<file path="src/rtl/key_press_decoder.sv">
// key_press_decoder: synchronise and debounce a push-button, then
// classify gestures into short, long and double-click pulses.
module key_press_decoder #(
  parameter logic [27:0] DEBOUNCE_CYC   = 28'd1_000_000,
  parameter logic [27:0] LONG_CYC       = 28'd50_000_000,
  parameter logic [27:0] GAP_CYC        = 28'd15_000_000,
  parameter logic        KEY_ACTIVE_LOW = 1'b1
) (
  input  logic        CLK,
  input  logic        RSTn,
  input  logic        Key_In,
  output logic        Key_Level,
  output logic        Short_Pulse,
  output logic        Long_Pulse,
  output logic        Double_Pulse,
  output logic [27:0] Press_Len
);

  localparam logic [2:0] IDLE   = 3'd0;
  localparam logic [2:0] PRESS1 = 3'd1;
  localparam logic [2:0] WAIT2  = 3'd2;
  localparam logic [2:0] PRESS2 = 3'd3;
  localparam logic [2:0] HOLD   = 3'd4;

  localparam logic [27:0] DB_M1   = DEBOUNCE_CYC - 28'd1;
  localparam logic [27:0] LONG_M1 = LONG_CYC - 28'd1;
  localparam logic [27:0] GAP_M1  = GAP_CYC - 28'd1;

  // Pin level when the key is not pressed.
  localparam logic REL_LVL = KEY_ACTIVE_LOW;

  logic        sync1;
  logic        sync2;
  logic        sample;
  logic [27:0] db_cnt;
  logic        level_d;
  logic        press_edge;
  logic        release_edge;
  logic [2:0]  state;
  logic [27:0] dur;
  logic [27:0] gap;

  // Two-flop synchroniser for the asynchronous pin.
  always_ff @(posedge CLK or negedge RSTn) begin
    if (!RSTn) begin
      sync1 <= REL_LVL;
      sync2 <= REL_LVL;
    end else begin
      sync1 <= Key_In;
      sync2 <= sync1;
    end
  end

  assign sample = KEY_ACTIVE_LOW ? ~sync2 : sync2;

  // Debounce: level flips only after a full run of differing samples.
  always_ff @(posedge CLK or negedge RSTn) begin
    if (!RSTn) begin
      db_cnt    <= '0;
      Key_Level <= 1'b0;
    end else if (sample == Key_Level) begin
      db_cnt <= '0;
    end else if (db_cnt == DB_M1) begin
      db_cnt    <= '0;
      Key_Level <= ~Key_Level;
    end else begin
      db_cnt <= db_cnt + 28'd1;
    end
  end

  // Delayed copy of the debounced level for edge strobes.
  always_ff @(posedge CLK or negedge RSTn) begin
    if (!RSTn) begin
      level_d <= 1'b0;
    end else begin
      level_d <= Key_Level;
    end
  end

  assign press_edge   = Key_Level & ~level_d;
  assign release_edge = ~Key_Level & level_d;

  // Gesture classifier with registered single-cycle pulses.
  always_ff @(posedge CLK or negedge RSTn) begin
    if (!RSTn) begin
      state        <= IDLE;
      dur          <= '0;
      gap          <= '0;
      Short_Pulse  <= 1'b0;
      Long_Pulse   <= 1'b0;
      Double_Pulse <= 1'b0;
      Press_Len    <= '0;
    end else begin
      Short_Pulse  <= 1'b0;
      Long_Pulse   <= 1'b0;
      Double_Pulse <= 1'b0;
      unique case (state)
        IDLE: begin
          if (press_edge) begin
            dur   <= '0;
            state <= PRESS1;
          end
        end
        PRESS1, PRESS2: begin
          if (dur != LONG_M1) begin
            dur <= dur + 28'd1;
          end
          if (Key_Level && (dur == LONG_M1)) begin
            Long_Pulse <= 1'b1;
            Press_Len  <= LONG_CYC;
            state      <= HOLD;
          end else if (release_edge) begin
            Press_Len <= dur + 28'd1;
            if (state == PRESS1) begin
              gap   <= '0;
              state <= WAIT2;
            end else begin
              Double_Pulse <= 1'b1;
              state        <= IDLE;
            end
          end
        end
        WAIT2: begin
          if (gap != GAP_M1) begin
            gap <= gap + 28'd1;
          end
          // Timeout beats a coincident press; that press is dropped.
          if (gap == GAP_M1) begin
            Short_Pulse <= 1'b1;
            state       <= IDLE;
          end else if (press_edge) begin
            dur   <= '0;
            state <= PRESS2;
          end
        end
        HOLD: begin
          if (release_edge) begin
            state <= IDLE;
          end
        end
        default: begin
          state <= IDLE;
        end
      endcase
    end
  end

endmodule

</file>
<file path="config.mk">
export PLATFORM = sky130hd
export DESIGN_NAME = key_press_decoder
export DESIGN_NICKNAME = d
export VERILOG_FILES = /design/src/rtl/key_press_decoder.sv
export SDC_FILE = /design/constraint.sdc
export NUM_CORES = 1
export LEC_CHECK = 0
export ABC_AREA = 1
export CAP_MARGIN = 30
export CORE_ASPECT_RATIO = 0.9
export CORE_MARGIN = 5
export CORE_UTILIZATION = 63
export CTS_BUF_LIST = sky130_fd_sc_hd__clkbuf_16
export DETAILED_ROUTE_END_ITERATION = 16
export DONT_BUFFER_PORTS = 1
export HOLD_SLACK_MARGIN = 0.03
export PLACE_DENSITY = 0.76
export RECOVER_POWER = 100
export SYNTH_ARGS = -nofsm -noshare
export SYNTH_HDL_FRONTEND = slang
export SYNTH_SLANG_ARGS = --single-unit
</file>
<file path="constraint.sdc">
create_clock -name CLK -period 3.2 [get_ports CLK]
set_clock_uncertainty 0.1 [all_clocks]
set_input_delay 0.64 -clock CLK [delete_from_list [all_inputs] [get_ports CLK]]
set_output_delay 0.64 -clock CLK [all_outputs]
set_load 0.02 [all_outputs]
</file>
==> out/results.txt <==
The tools report the total track usage as 0.287. By area the synthesized netlist is led by sky130_fd_sc_hd__dfrtp_1 (43%), sky130_fd_sc_hd__nand2_1 (18%), sky130_fd_sc_hd__nor2_1 (7.2%). STA classifies the critical path endpoint as a flip-flop. The share of cells above drive strength 1 is 0.0591, and the critical-path maximum fanout is 30.

Adder and majority cell fraction of the synthesized area: 0.00537. The overall die height came out at 110 um. The depth of the worst register-to-register path is 9, and the post-detailed-routing wire length is 17400 um. The synthesized-area fraction occupied by xor and xnor cells works out to 0.0614. The tools report the DRC violation count after routing as 0.

The reported max-cap violation count was 0; the tightest slew margin relative to the limit was 0.469. The signal arrival time at the worst endpoint was 2850 ps. The tools report the diode insertion count for antenna repair as 0.

The leakage power figure was 3.43 nW; the number of buffers added by the clock tree synthesis step was 17. The tools report the via count of the first global-routing pass as 6276. The layout-stage area growth over the synthesis result was 9.36%; the total nets after synthesis was 973. No sink is reached through more buffers than the 2 on the longest clock path.

The launching element of the worst setup path is gap[0]$_DFFE_PN0P_. Setup repair after global routing left no endpoint under its margin. Clock-pin slew was measured on the worst setup and hold paths at 60 ps.

The I/O pin count was 35. The basic-gate share of the synthesized area counting and, or, nand and nor cells works out to 0.380. Once detail routing completed, the nets flagged for antenna violations numbered 0.

For the utilization of the core after routing, the log shows 0.704. Including well taps, the total number of placed cells is 1102. By startpoint and endpoint, the worst setup path is classified as reg -> reg. The detailed router placed 6260 vias in this run. The core region is 10900 um^2.

The number of I/O port buffers was 0. In the layout the commonest cells are sky130_fd_sc_hd__nand2_1 (340), sky130_fd_sc_hd__nor2_1 (136), sky130_fd_sc_hd__dfrtp_1 (120). TritonCTS built the clock tree. The initial standard-cell utilization of the core is 0.644, and the transition time at the pin with the least slew margin is 795 ps. The first routing iteration left 693 violations.

The placement row count is 36. The number of nets in the layout is 975, and the average size of a mapped cell is 7.23 um^2. The post-layout minimum cycle time was 2640 ps; the sequential cell area fraction in the yosys report was 0.437. Once layout is complete, the cells apart from fillers number 1134. Summed over all instances, the cell type with the most area after synthesis is sky130_fd_sc_hd__dfrtp_1. The first global-routing pass estimated 29900 um of wire. The worst register-to-register path begins at gap[0]$_DFFE_PN0P_. The H-tree was split into 4 levels. At the later pin of the worst-skew pair, clock insertion delay measures 420 ps. The run gives 0 as the number of pins with negative max-slew slack in the final report. In the final timing run, aggregate negative setup slack is 0 ps. Total global routing overflow: 0.

Worst hold-check slack: -187 ps. The die footprint is 13300 um^2. By area, the combinational part of the netlist is dominated by simple AND/OR/NAND/NOR gates. The per-cell routed wire length was 15.3 um; the placer congestion estimate was 0.982.

The worst-case vdd ir drop was 440 uV. The library cell used most frequently in the layout, excluding fill and tap cells, is sky130_fd_sc_hd__nand2_1. The synthesized design contains 0 enable-type register cells. The worst hold path belongs to the class in -> async.

Power spread over the standard cell area amounts to 474 nW/um^2. The complex-gate fraction of the synthesized area works out to 0.0460. The synthesized instance count was 967; the mux contribution to synthesized area was 0.

Before antenna repair, the detailed router went through 6 iterations. Cell area after synthesis: 6990 um^2. STA classifies the critical path startpoint as a flip-flop. The area fraction of the dominant cell type after synthesis came out at 0.429. The run finished, with violations left. The final critical-path share of the clock period is 0.825. The number of antenna violations at the first check in global routing is 0, and the total count of hold-check failures in the final report is 122.

The dominant synthesized flop cell was sky130_fd_sc_hd__dfrtp_1. The horizontal die dimension is 121 um. The tools report the required time of the critical path as 3410 ps. After legalization and detailed placement, the total HPWL measured 12100 um.

Largest net degree at the start of global routing: 123. The buffer count from post-CTS setup fixing was 0; the total of flip-flops plus latches after synthesis was 122. In the routed layout, each cell is associated on average with a via count of 5.52. Number of setup violations in the final report: 0. Counting every sink on the clock net gives 122. The checks that failed: negative hold slack.

The fraction of registers with async set or reset after synthesis was 1.00. The tools report the root buffer cell as sky130_fd_sc_hd__clkbuf_16. For the number of distinct library cells after synthesis, the log shows 38. For this run, the top clock speed supported by timing is 379 MHz. The yosys synthesis warning count was 0.
==> logic make-up after synthesis <==
family / after synthesis
AOI/OAI and AO/OA: 60
and+or+nand+nor: 619
buffers and inverters: 114
DFF: 122
xor gates and xnor gates: 49
adders and majority gates: 3
==> worst paths after layout <==
check / slack (ps) / end
max: 560 / gap[23]$_DFFE_PN0P_
min: -190 / Press_Len[8]$_DFFE_PN0P_
max reg2reg: 560 / gap[23]$_DFFE_PN0P_
min reg2reg: 260 / sync2$_DFF_PN1_
max in group asynchronous: 2980 / sync1$_DFF_PN1_
min in group CLK: 110 / sync1$_DFF_PN1_
==> critical path: stages, from the launching register on <==
cell,delay [ps]
sky130_fd_sc_hd__dfrtp_1,410
sky130_fd_sc_hd__ha_1,210
sky130_fd_sc_hd__nand2_1,90
sky130_fd_sc_hd__nor2_1,280
sky130_fd_sc_hd__nand3_1,130
sky130_fd_sc_hd__nor2_1,120
sky130_fd_sc_hd__nand2_1,50
sky130_fd_sc_hd__nand2_1,310
sky130_fd_sc_hd__nand2_2,440
sky130_fd_sc_hd__o21ai_0,370
==> per-stage QoR <==
step	power, mW	cell area, um^2	worst slack (ps)
final	3.63	7650	560
after global routing	3.73	7650	294
after CTS	3.64	7700	857
after detailed placement	1.60	7070	870
after global placement	1.59	7070	956
after floorplan	1.59	6990	1480
==> power breakdown <==
part / internal [mW] / switching, mW
registers: 1.55 / 0.00406
logic: 0.00424 / 0.0109
clock network: 1.37 / 0.693
==> cell type report <==
cell class,instances,area (um^2)
clock buffers,17,425
clock inverters,15,206
repair buffers,3,15.0
multi-input cells,731,3400
fillers,882,3210
inverters,94,353
well taps,152,190
flip-flops and latches,122,3060
==> flip-flops by register name, summed over array words and instances, names as in the netlist <==
name,cells
Double_Pulse,1
Key_Level,1
Long_Pulse,1
Press_Len,28
Short_Pulse,1
db_cnt,28
dur,28
gap,28
level_d,1
state,3
sync1,1
sync2,1
==> cells in the mapped netlist, types with 2 or more instances <==
master	number
sky130_fd_sc_hd__inv_1	90
sky130_fd_sc_hd__buf_4	2
sky130_fd_sc_hd__buf_2	7
sky130_fd_sc_hd__nand2_1	338
sky130_fd_sc_hd__xnor2_1	7
sky130_fd_sc_hd__nand4_1	19
sky130_fd_sc_hd__nand3_1	60
sky130_fd_sc_hd__dfstp_2	2
sky130_fd_sc_hd__nor4_1	2
sky130_fd_sc_hd__inv_2	4
sky130_fd_sc_hd__ha_1	3
sky130_fd_sc_hd__a21oi_1	3
sky130_fd_sc_hd__nor3_1	31
sky130_fd_sc_hd__nor3_2	4
sky130_fd_sc_hd__a22oi_1	2
sky130_fd_sc_hd__nor2_2	3
sky130_fd_sc_hd__nor2_4	2
sky130_fd_sc_hd__dfrtp_1	120
sky130_fd_sc_hd__buf_6	6
sky130_fd_sc_hd__clkbuf_1	4
sky130_fd_sc_hd__o22ai_1	11
sky130_fd_sc_hd__nand3b_1	6
sky130_fd_sc_hd__o21ai_0	20
sky130_fd_sc_hd__o21ai_1	23
sky130_fd_sc_hd__nand2_2	3
sky130_fd_sc_hd__xor2_1	42
sky130_fd_sc_hd__or2_2	8
sky130_fd_sc_hd__nor2_1	134
sky130_fd_sc_hd__nand3_2	2
==> per-layer routing <==
layer	wire, um	up-vias	GRT usage
met3	1130	43	0.0669
met2	8220	246	0.470
met4	454	0	0.114
met5	0	-	0
li1	-	3054	-
met1	7560	2917	0.371
==> repair_timing <==
action	CTS	global route
resized for setup	0	0
setup endpoints to repair	0	0
endpoints found under the hold margin	122	122
(Power assumes the default switching activity.)
